===== src/rtl/ssd_pkg.sv =====
// Shared definitions for the BCD scanner: converter states, segment codes and sizes.
package ssd_pkg;

    localparam int NUM_DIGITS = 4;
    localparam int NUM_WIDTH  = 13;

    typedef enum logic [1:0] {
        ST_IDLE  = 2'd0,
        ST_SHIFT = 2'd1,
        ST_DONE  = 2'd2
    } conv_state_t;

    // Active-low segments, bit 6 = a ... bit 0 = g
    localparam logic [6:0] SEG_0     = 7'b0000001;
    localparam logic [6:0] SEG_1     = 7'b1001111;
    localparam logic [6:0] SEG_2     = 7'b0010010;
    localparam logic [6:0] SEG_3     = 7'b0000110;
    localparam logic [6:0] SEG_4     = 7'b1001100;
    localparam logic [6:0] SEG_5     = 7'b0100100;
    localparam logic [6:0] SEG_6     = 7'b0100000;
    localparam logic [6:0] SEG_7     = 7'b0001111;
    localparam logic [6:0] SEG_8     = 7'b0000000;
    localparam logic [6:0] SEG_9     = 7'b0000100;
    localparam logic [6:0] SEG_BLANK = 7'b1111111;

endpackage


===== src/rtl/seg7_decode.sv =====
// Combinational BCD digit to active-low 7-segment decoder with blank override.
module seg7_decode
    import ssd_pkg::*;
(
    input  logic [3:0] digit,
    input  logic       blank,
    output logic [6:0] seg
);

    always_comb begin
        seg = SEG_BLANK;
        if (!blank) begin
            case (digit)
                4'd0:    seg = SEG_0;
                4'd1:    seg = SEG_1;
                4'd2:    seg = SEG_2;
                4'd3:    seg = SEG_3;
                4'd4:    seg = SEG_4;
                4'd5:    seg = SEG_5;
                4'd6:    seg = SEG_6;
                4'd7:    seg = SEG_7;
                4'd8:    seg = SEG_8;
                4'd9:    seg = SEG_9;
                default: seg = SEG_BLANK;
            endcase
        end
    end

endmodule


===== src/rtl/ssd_bcd_scanner.sv =====
// Binary-to-BCD converter (shift-add-3) feeding a 4-digit multiplexed 7-segment scanner.
module ssd_bcd_scanner
    import ssd_pkg::*;
#(
    parameter int REFRESH_BITS = 18
) (
    input  logic                 clk,
    input  logic                 rst,
    input  logic [NUM_WIDTH-1:0] num,
    input  logic                 blank_lz,
    output logic [3:0]           Anode,
    output logic [6:0]           LED_out,
    output logic [15:0]          bcd_out,
    output logic                 busy
);

    localparam logic [3:0] LAST_ITER = 4'(NUM_WIDTH - 1);

    conv_state_t          state;
    conv_state_t          state_next;
    logic [NUM_WIDTH-1:0] shreg;
    logic [15:0]          scratch;
    logic [15:0]          scratch_adj;
    logic [3:0]           count;

    always_comb begin
        scratch_adj = scratch;
        for (int i = 0; i < NUM_DIGITS; i++) begin
            if (scratch[4*i +: 4] >= 4'd5)
                scratch_adj[4*i +: 4] = scratch[4*i +: 4] + 4'd3;
        end
    end

    always_comb begin
        state_next = state;
        case (state)
            ST_IDLE:  state_next = ST_SHIFT;
            ST_SHIFT: if (count == LAST_ITER) state_next = ST_DONE;
            ST_DONE:  state_next = ST_IDLE;
            default:  state_next = ST_IDLE;
        endcase
    end

    always_ff @(posedge clk or posedge rst) begin
        if (rst) state <= ST_IDLE;
        else     state <= state_next;
    end

    always_ff @(posedge clk or posedge rst) begin
        if (rst) begin
            shreg   <= '0;
            scratch <= '0;
            count   <= '0;
            bcd_out <= '0;
        end else begin
            case (state)
                ST_IDLE: begin
                    shreg   <= num;
                    scratch <= '0;
                    count   <= '0;
                end
                ST_SHIFT: begin
                    scratch <= {scratch_adj[14:0], shreg[NUM_WIDTH-1]};
                    shreg   <= {shreg[NUM_WIDTH-2:0], 1'b0};
                    count   <= count + 4'd1;
                end
                ST_DONE: bcd_out <= scratch;
                default: ;
            endcase
        end
    end

    assign busy = (state != ST_IDLE);

    // Display scan: reads only the committed bcd_out
    logic [REFRESH_BITS-1:0] scan_cnt;
    logic [1:0]              sel;
    logic [3:0]              digit;
    logic [3:0]              anode_next;
    logic                    blank;
    logic [6:0]              seg_next;
    logic                    thou_zero;
    logic                    hund_zero;
    logic                    tens_zero;

    always_ff @(posedge clk or posedge rst) begin
        if (rst) scan_cnt <= '0;
        else     scan_cnt <= scan_cnt + {{(REFRESH_BITS-1){1'b0}}, 1'b1};
    end

    assign sel       = scan_cnt[REFRESH_BITS-1 -: 2];
    assign thou_zero = (bcd_out[15:12] == 4'd0);
    assign hund_zero = thou_zero && (bcd_out[11:8] == 4'd0);
    assign tens_zero = hund_zero && (bcd_out[7:4] == 4'd0);

    always_comb begin
        digit      = bcd_out[3:0];
        anode_next = 4'b1110;
        blank      = 1'b0;
        case (sel)
            2'd0: begin
                digit      = bcd_out[15:12];
                anode_next = 4'b0111;
                blank      = blank_lz && thou_zero;
            end
            2'd1: begin
                digit      = bcd_out[11:8];
                anode_next = 4'b1011;
                blank      = blank_lz && hund_zero;
            end
            2'd2: begin
                digit      = bcd_out[7:4];
                anode_next = 4'b1101;
                blank      = blank_lz && tens_zero;
            end
            default: begin
                digit      = bcd_out[3:0];
                anode_next = 4'b1110;
                blank      = 1'b0;
            end
        endcase
    end

    seg7_decode u_seg7_decode (
        .digit (digit),
        .blank (blank),
        .seg   (seg_next)
    );

    always_ff @(posedge clk or posedge rst) begin
        if (rst) begin
            Anode   <= 4'b1111;
            LED_out <= SEG_BLANK;
        end else begin
            Anode   <= anode_next;
            LED_out <= seg_next;
        end
    end

endmodule


===== config.mk =====
export PLATFORM = sky130hd
export DESIGN_NAME = ssd_bcd_scanner
export DESIGN_NICKNAME = d
export VERILOG_FILES = /design/src/rtl/ssd_pkg.sv /design/src/rtl/seg7_decode.sv /design/src/rtl/ssd_bcd_scanner.sv
export SDC_FILE = /design/constraint.sdc
export NUM_CORES = 1
export LEC_CHECK = 0
export ABC_AREA = 1
export BUFFER_PORTS_ARGS = -buffer_cell sky130_fd_sc_hd__buf_2
export CAP_MARGIN = 20
export CELL_PAD_IN_SITES_DETAIL_PLACEMENT = 0
export CELL_PAD_IN_SITES_GLOBAL_PLACEMENT = 1
export CORE_MARGIN = 3
export CORE_UTILIZATION = 30
export CTS_CLUSTER_SIZE = 25
export DETAILED_ROUTE_END_ITERATION = 8
export PLACE_DENSITY = 0.69
export SYNTH_ARGS = -nofsm -noshare
export SYNTH_HDL_FRONTEND = slang
export SYNTH_SLANG_ARGS = --single-unit

===== constraint.sdc =====
create_clock -name clk -period 2.9 [get_ports clk]
set_input_delay 0.58 -clock clk [delete_from_list [all_inputs] [get_ports clk]]
set_output_delay 0.58 -clock clk [all_outputs]
set_load 0.01 [all_outputs]

==> results.md, run 1 <==
- Syn Area/Cell: 8.60 um^2
- Mapped Area: around 0.004 mm^2
- MaxCap Viol Count: 0
- Setup CP Type: flip-flop to flip-flop
- Die height: around 120 um
- Synth area leaders: dfrtp_1 (44%), nand2_1 (12%), dfstp_2 (7.3%), ha_1 (7.0%), nand3_1 (5.6%)
- Final ANT Viol Nets: 0
- Num CTS Buffers: 9
- Top-area cell type share of the netlist area: 43.7%
- Layout area overhead: 17.5%
- Post-DP HPWL: roughly 6000 um
- Worst slew pin tran: between 0.6 and 0.7 ns
- Synthesized Nets: 498
- Clock-pin transition on the worst setup and hold timing paths: 0.06 ns
- N_diodes: 0
- Hold Buf Count CTS: 0
- Vias: 3105
- Tot GR Track Use: around an eighth
- Setup crit start: scan_cnt[16]
- CP max FO: 6
- Pre-CTS setup slack: 0.630 ns
- Max Freq: 439 MHz
- Startpoint types: flip-flop
- CTS tree: built
- Maximum root-to-sink buffer count: 2
- Initial core utilization: a little under a third
- Final WL: 8470 um
- Top cells by count, synth: nand2_1 (131), dfrtp_1 (69), inv_1 (52), nand3_1 (44), o21ai_0 (38)
- Global route total overflow: 0
- H-tree depth: 3
- Yosys warns: 0
- Vias in the first global route: 3162
- Via density: 4.55
- R2r startpoint: scan_cnt[16]
- Worst skew pair latency: 0.33 ns
- WP data required: 3.15 ns
- I/O pins: 44
- Drt wl/cell: roughly 12 um
- Tcrit/Tclk final: 78.5%
- Pin count of the biggest net entering global routing: 55
- Post-route setup slack: 0.624 ns
- FP Rows: between 40 and 50
- Die X: 121 um
- First DRT Iteration DRCs: about 150
- CORE AREA: 0.0128 mm^2
- Synth unique cells: 30
- Critical path arrival: 2.52 ns
- GPL Wtd Cong: 0.806
- Setup_tns: 0 ns
- Async set-or-reset flop fraction in the synthesized netlist: 100%
- Area leader, netlist: dfrtp_1
- DRT Pass-1 Iters: 5
- Post-synthesis sequential area ratio: 51.0%
- Critical Path End Type: flip-flop
- Nets: around 540
- Fillers: 1340
- Setup Fix Bufs, Post-CTS: 0
- Crit path time final: 2.28 ns
- CTS Sinks: 80
- Global-route wire length before repair: 14900 um
- Unrepaired setup endpoints after global routing: no
- Die ar.: between 0.01 and 0.015 mm^2
- Share of cells above drive strength 1: 17.4%
- Port Buf Inserts: 43
- Post-synth EDFFs: 0
- Maximum VDD drop: 0.000255 V
- DRC viols: 0
- Fin. Hold Viols: 0
- Leak pwr: 2.34 nW
- FF+latch count, synth: 80
- Syn Inst Count: 460
- Rel. slew slack: around 55%
- Count leader, synth: nand2_1
- HP Class: input pin to asynchronous set/reset pin
- Max Slew Vio Count: 0
- Final setup violating endpoints: 0
- Antenna violations before repair: 0
- Status: complete, no violations
- PostCTS Resize Cnt: 0
- Skew final: 0.00523 ns
- PD cells: about 670 mW/mm^2
- Root cell of the clock tree: clkbuf_16
- Ys flop type: dfrtp_1
-- final cells by class --
cell class | instances | area, um^2 | area share (%)
sequential | 80 | 2020 | 43.4
multi-input combinational | 313 | 1670 | 36.0
timing repair buffer | 46 | 250 | 5.39
clock buffer | 12 | 236 | 5.09
tap | 172 | 215 | 4.63
inverter | 56 | 211 | 4.55
clock inverter | 4 | 45.0 | 0.969
-- routing by layer --
metal	global-route usage (%)	part of all wire, %	up-vias
li1	-	-	1540
met1	16.2	46	1496
met2	20.3	48	57
met3	3.04	4.1	12
met4	5.17	1.6	0
met5	0	0	-
-- registers in the layout (all words and copies together) (netlist names) --
name	count
shreg	13
state	2
Anode	4
scan_cnt	18
scratch	16
bcd_out	16
count	4
LED_out	7
-- through the flow --
| stage | total power, mW | std cells | area (um^2) | util [%] | hold WS [ns] |
|---|---|---|---|---|---|
| global placement | 2.05 | 667 | 4370 | 34.2 | 0.465 |
| floorplan | 1.78 | 460 | 3950 | - | 0.441 |
| detailed placement | 2.05 | 667 | 4370 | 34.2 | 0.460 |
| finish | 3.12 | 683 | 4650 | 36.4 | 0.254 |
| CTS | 3.17 | 683 | 4650 | 36.4 | 0.259 |
| global route | 3.31 | 683 | 4650 | 36.4 | 0.275 |
-- cells in the final DEF, fill, tap and decap left out, types with 2 or more instances in the layout --
cell / netlist / routed
nor3_1: 5 / 5
nand2_2: 3 / 3
buf_4: 1 / 2
clkbuf_1: 2 / 3
nand2_1: 131 / 131
clkinv_2: 0 / 4
dfstp_2: 11 / 11
clkbuf_16: 0 / 9
nand4_1: 3 / 3
o21ai_0: 38 / 38
nand3_2: 2 / 2
dfrtp_1: 69 / 69
a21oi_1: 3 / 3
nor2_4: 2 / 2
o211ai_1: 2 / 2
nor2_2: 3 / 3
buf_2: 8 / 43
xnor2_1: 6 / 6
nand3_1: 44 / 44
nor2_1: 26 / 26
inv_2: 4 / 4
inv_1: 52 / 51
o22ai_1: 5 / 5
ha_1: 22 / 22
xor2_1: 11 / 11
-- where the power goes --
part | total [mW] | internal (mW) | switching [mW]
combinational | 0.593 | 0.236 | 0.357
clock | 1.10 | 0.663 | 0.434
sequential | 1.43 | 1.30 | 0.134
-- cells by family (layout without fill, tap and decap cells) --
group | count (synthesis) | in the layout | share of synthesized area (%)
adder cells (fa/ha/maj) | 22 | 22 | 6.96
XOR/XNOR | 17 | 17 | 3.77
flip-flops | 80 | 80 | 51.0
buffers and inverters | 67 | 118 | 6.71
AO/OA/AOI/OAI | 51 | 51 | 7.02
AND/OR/NAND/NOR | 223 | 223 | 24.6
-- final timing paths --
kind                            cells after the start            to  slack, ns
worst min-delay path                                2      shreg[6]       0.25
min in group clk                                    3      shreg[3]       0.46
worst max-delay path                               11    LED_out[1]       0.62
worst max register to register                     11    LED_out[1]       0.62
max in group asynchronous                           3      Anode[1]       1.94
worst min register to register                      1  scan_cnt[15]       0.47
-- worst max-delay path: stages, from the launching register on --
cell and delay (ns):
dfrtp_1 0.46, inv_1 0.10, ha_1 0.26, nand2_1 0.08
nand2_1 0.04, o21ai_0 0.55, inv_1 0.15, ha_1 0.23
inv_1 0.05, nand3_1 0.09, nand3_1 0.10, nand3_1 0.07
No activity file was read; power rests on OpenSTA's default activity.
==> run 2, diff against run 1 <==
Clock period 2.9 ns to 2.2 ns, I/O delays scaled along.
==> run 2 against run 1 <==
Routed wire length is 1.6% lower. Critical path depth is 1 higher. Setup slack worse by 0.34 ns. Combinational power is 34% higher. Cell count is 0.15% higher. Clock power is 53% higher. Total power is 40% higher. Clock skew is 0.0040 ns higher. Non-clock buffer count is 1 higher. Sequential share of layout area is 0.62 points lower. Largest power group unchanged. Highest routed layer unchanged.
==> results.md, run 2 (synthesis gave the netlist of run 1 again) <==
- N_diodes: 0
- Unrepaired setup endpoints after global routing: no
- Hold Slack: 0.235 ns
- Drt wl/cell: 12.2 um
- Vias in the first global route: 3066
- Clock Power Share: about two fifths
- H-tree depth: 3
- Die height: 121 um
- Maximum VDD drop: 0.000352 V
- HP Class: input pin to asynchronous set/reset pin
- Design area: 0.00471 mm^2
- Final setup violating endpoints: 0
- Fin. Hold Viols: 0
- Inst Count DP: 668
- Global route total overflow: 0
- Port Buf Inserts: 43
- Tcrit/Tclk final: 87.2%
- Status: complete, no violations
- Rel. slew slack: roughly 65%
- Gate power share: 18.3%
- Commonest cells after routing, fill and taps aside: nand2_1 (131), dfrtp_1 (69), inv_1 (51), nand3_1 (44), buf_2 (43)
- R2r startpoint: scan_cnt[16]
- PD cells: ~920 mW/mm^2
- Reg power frac: ~43%
- MaxCap Viol Count: 0
- CTS tree: built
- Skew final: roughly 0.0093 ns
- Sw Share: 29.0%
- GPL Wtd Cong: 0.825
- Global-route wire length before repair: 14600 um
- Pin count of the biggest net entering global routing: 81
- Startpoint types: flip-flop
- Most flop-heavy register: scan_cnt
- FP Rows: 41
- First DRT Iteration DRCs: roughly 180
- Internal: between 3 and 4 mW
- Reg2reg path depth: 12
- Post-DP HPWL: 5950 um
- WP data required: 2.44 ns
- CP max FO: 6
- Crit path time final: about 1.9 ns
- Critical path arrival: 2.16 ns
- Num CTS Buffers: 9
- Setup slack, reg-to-reg: 0.28 ns
- Hold Buf Count CTS: 0
- Nets: 545
- Setup_tns: 0 ns
- Via density: approximately 4.4
- Critical Path End Type: flip-flop
- Clock-pin transition on the worst setup and hold timing paths: 0.06 ns
- I/O pins: 44
- Final WL: approximately 8300 um
- Placed Instance Area: 0.00438 mm^2
- DRT Pass-1 Iters: 4
- Post-route setup slack: 0.282 ns
- Setup Fix Bufs, Post-CTS: 0
- Root cell of the clock tree: clkbuf_16
- Top flop regs: scan_cnt: 18 flops, bcd_out: 16 flops, scratch: 16 flops
- Layout area overhead: 19.2%
- PostCTS Resize Cnt: 0
- Max Freq: ~520 MHz
- DRC viols: 0
- Share of cells above drive strength 1: 18.2%
- Commonest non-fill, non-tap cell in the layout: nand2_1
- Die X: ~120 um
- Max FFs per register: 18
- Leak pwr: 2.36 nW
- Final ANT Viol Nets: 0
- Worst slew pin tran: 0.528 ns
- Max Slew Vio Count: 0
- Die ar.: 0.0146 mm^2
- Non-filler instance count after layout: 684
- Maximum root-to-sink buffer count: 2
- Worst skew pair latency: about 0.33 ns
- Pre-CTS setup slack: 0.216 ns
- Vias: around 3000
- R2R Path End: LED_out[6]
- CTS Sinks: 80
- Antenna violations before repair: 0
- Initial core utilization: a little under a third
- Setup CP Type: flip-flop to flip-flop
- Tot GR Track Use: 12.3%
- CORE AREA: about 0.013 mm^2
- Net switching power: 1.26 mW
-- run 2: routing by layer --
metal  GRT usage [%]  share of wire, %  wire length [um]
met4            4.96               1.8               153
met5               0                 0                 0
met3            2.29               2.9               241
met2            19.8                47              3900
met1            16.5                48              4030
-- run 2: area by class of cell --
| type | instances | area [um^2] |
|---|---|---|
| Clock buffer | 11 | 253 |
| Clock inverter | 5 | 86.3 |
| Fill cell | 1284 | 8060 |
| Inverter | 56 | 214 |
| Multi-Input combinational cell | 313 | 1670 |
| Sequential cell | 80 | 2020 |
| Tap cell | 172 | 215 |
| Timing Repair Buffer | 47 | 258 |
-- run 2: power by group through the flow --
stage / clock network [mW] / logic, mW / registers [mW]
final: 1.68 / 0.797 / 1.89
after global routing: 1.79 / 0.915 / 1.91
after CTS: 1.72 / 0.813 / 1.89
after detailed placement: 0 / 0.811 / 1.91
after global placement: 0 / 0.801 / 1.91
after floorplan: 0 / 0.401 / 1.95
-- run 2: worst max-delay path by stage --
stage | from | endpoint | slack, ns | cells past startpoint
after floorplan | scan_cnt[16] | LED_out[1] | 0.23 | 11
after global placement | scan_cnt[16] | LED_out[3] | 0.31 | 10
after detailed placement | scan_cnt[16] | LED_out[1] | 0.22 | 11
after CTS | scan_cnt[16] | LED_out[1] | 0.22 | 11
after global routing | scan_cnt[16] | LED_out[6] | 0.04 | 12
final | scan_cnt[16] | LED_out[6] | 0.28 | 12
-- run 2: critical path: stages, from the launching register on --
cell	delay [ns]
dfrtp_1	0.45
inv_1	0.13
ha_1	0.24
nand2_1	0.09
nand2_1	0.07
nor2_1	0.05
nor2_2	0.19
inv_1	0.13
ha_1	0.19
inv_1	0.06
nand3_1	0.07
nand3_1	0.10
nand3_1	0.07
-- run 2: metrics by stage --
stage | power (mW) | util, %
floorplan | 2.35 | -
global placement | 2.72 | 34.3
detailed placement | 2.73 | 34.3
CTS | 4.43 | 36.9
global route | 4.61 | 36.9
finish | 4.36 | 36.9
==> run 3, diff against run 2 <==
Settings changed: BUFFER_PORTS_ARGS -buffer_cell sky130_fd_sc_hd__buf_2 to -buffer_cell sky130_fd_sc_hd__buf_4, PLACE_DENSITY 0.69 to 0.71.
Clock period 2.2 ns to 1.65 ns, I/O delays scaled along.
==> run 3 against run 2 <==
The flow now finishes with violations (negative setup slack). Combinational power rose by 110%. First-iteration DRC count is 8.3% higher. Worst hold slack got worse by 0.12 ns. Critical path type unchanged. Maximum frequency rose by 15%. Cell count increased by 3.4%. Highest routed layer unchanged.
==> results.md, run 3 (synthesis gave the netlist of run 1 again) <==
- Max Slew Vio Count: 0
- Skew final: roughly 0.0055 ns
- Via density: 4.47
- DRC viols: 0
- Maximum root-to-sink buffer count: 2
- Total power: 6.32 mW
- Crit path time final: 1.66 ns
- R2r startpoint: scan_cnt[17]
- Reg power frac: between 30% and 40%
- Gate power share: 26.3%
- CP max FO: 4
- Port Buf Inserts: between 40 and 50
- FP Rows: 41
- Critical path arrival: approximately 1.9 ns
- Metal-1 WL: approximately 4000 um
- Failing checks: negative setup slack
- Antenna violations before repair: 0
- Pin count of the biggest net entering global routing: 81
- Maximum VDD drop: 0.000520 V
- Fin. Hold Viols: 0
- Post-route setup slack: -0.0116 ns
- R2R Path End: LED_out[6]
- Status: finished, violations left
- Net switching power: 1.89 mW
- N_diodes: 0
- Tcrit/Tclk final: 101%
- Worst slew pin tran: 0.422 ns
- Root cell of the clock tree: clkbuf_16
- Sw Share: 29.9%
- Most flop-heavy register: scan_cnt
- Final setup violating endpoints: 2
- WP data required: 1.91 ns
- Clock-pin transition on the worst setup and hold timing paths: approximately 0.060 ns
- Startpoint types: flip-flop
- Initial core utilization: 31.0%
- CTS tree: built
- Max Freq: 602 MHz
- Drt wl/cell: 12.6 um
- Nets: 568
- Layout area overhead: 32.8%
- HP Class: input pin to asynchronous set/reset pin
- Share of cells above drive strength 1: 30.7%
- Post-DP HPWL: 6010 um
- Global-route wire length before repair: 14600 um
- Internal: 4.43 mW
- PD cells: 1200 mW/mm^2
- DRT Pass-1 Iters: 4
- H-tree depth: 3
- CTS Sinks: 80
- Global route total overflow: 0
- First DRT Iteration DRCs: 196
- Die ar.: 0.0146 mm^2
- Routed wl met2: 4410 um
- Hold Buf Count CTS: 0
- Reg2reg path depth: 12
- Rel. slew slack: 71.9%
- Leak pwr: approximately 2.5 nW
- I/O pins: 44
- Setup slack, reg-to-reg: -0.01 ns
- Num CTS Buffers: 9
- Worst skew pair latency: approximately 0.34 ns
- Max FFs per register: 18
- Die height: 121 um
- Commonest cells after routing, fill and taps aside: nand2_1 (119), dfrtp_1 (65), buf_4 (64), inv_1 (43), o21ai_0 (36)
- Metal3 WL: 339 um
- Vias in the first global route: 3113
- Core Util, Final: 41.1%
- Critical Path End Type: flip-flop
- GPL Wtd Cong: 0.844
- Final ANT Viol Nets: 0
- Die X: approximately 120 um
- Setup CP Type: flip-flop to flip-flop
- Unrepaired setup endpoints after global routing: yes
- Top flop regs: scan_cnt: 18 flops, bcd_out: 16 flops, scratch: 16 flops
- Clock Power Share: ~34%
- MaxCap Viol Count: 0
- Commonest non-fill, non-tap cell in the layout: nand2_1
- Vias: 3162
- Tot GR Track Use: 12.6%
- CORE AREA: 0.0128 mm^2
- Final WL: 8900 um
- DR top layer: met4
-- run 3: cell count changes in the layout (fill, tap and decap cells not counted), sizes merged --
cell,change
clkbuf,-1
buf,+22
clkinvlp,+4
inv,-2
-- run 3: worst max-delay path: stages, from the launching register on --
cell and delay [ns]:
dfrtp_2 0.47, inv_4 0.10, ha_4 0.14, nand2_1 0.07, nand2_2 0.10, nor2_4 0.04
nor2_4 0.15, inv_2 0.08, ha_2 0.18, inv_2 0.05, nand2_2 0.07, nand3_2 0.08
nand3_2 0.07
-- run 3: worst max-delay path by stage --
| stage | startpoint | end | slack, ns |
|---|---|---|---|
| 4_1_cts | scan_cnt[16] | LED_out[6] | -0.01 |
| 3_5_place_dp | scan_cnt[16] | LED_out[6] | -0.05 |
| 2_1_floorplan | scan_cnt[16] | LED_out[1] | -0.001 |
| 6_report | scan_cnt[17] | LED_out[6] | -0.01 |
| 5_1_grt | scan_cnt[16] | LED_out[1] | -0.09 |
| 3_3_place_gp | scan_cnt[16] | LED_out[3] | 0.02 |
-- run 3: final cells by class --
| class | count | area [um^2] |
|---|---|---|
| Fill cell | 1276 | 7520 |
| Sequential cell | 80 | 2020 |
| Multi-Input combinational cell | 313 | 1910 |
| Timing Repair Buffer | 69 | 554 |
| Clock buffer | 10 | 229 |
| Inverter | 56 | 223 |
| Tap cell | 172 | 215 |
| Clock inverter | 6 | 92.6 |
| Timing Repair inverter | 1 | 7.51 |
-- run 3: power groups by stage --
stage / sequential, mW / combinational [mW] / clock, mW
final: 2.51 / 1.66 / 2.15
after global placement: 2.55 / 1.25 / 0
after global routing: 2.55 / 1.83 / 2.31
after floorplan: 2.60 / 0.541 / 0
after CTS: 2.51 / 1.29 / 2.23
after detailed placement: 2.54 / 1.27 / 0
-- run 3: what timing repair did --
| item | in CTS | in global routing |
|---|---|---|
| setup buffers | 2 | 4 |
| resized for setup | 0 | 61 |
| pin swaps | 1 | 16 |
| endpoints found under the setup margin | 2 | 16 |
| cloned | 0 | 1 |
-- run 3: stage by stage --
stage / hold WS [ns] / instances / setup WS (ns) / instance area [um^2] / TNS [ns]
3_3_place_gp: 0.456 / 684 / 0.0170 / 4620 / 0
6_report: 0.114 / 707 / -0.0116 / 5250 / -0.0161
2_1_floorplan: 0.441 / 460 / -0.000994 / 3970 / -0.000994
4_1_cts: 0.116 / 702 / -0.0142 / 4950 / -0.0300
3_5_place_dp: 0.460 / 684 / -0.0497 / 4620 / -0.0827
5_1_grt: 0.147 / 707 / -0.0937 / 5250 / -0.471
-- run 3: per-layer routing --
metal | GRT usage (%) | vias up
met4 | 3.82 | 0
met2 | 20.6 | 46
met1 | 15.5 | 1508
met5 | 0 | -
li1 | - | 1599
met3 | 4.58 | 9
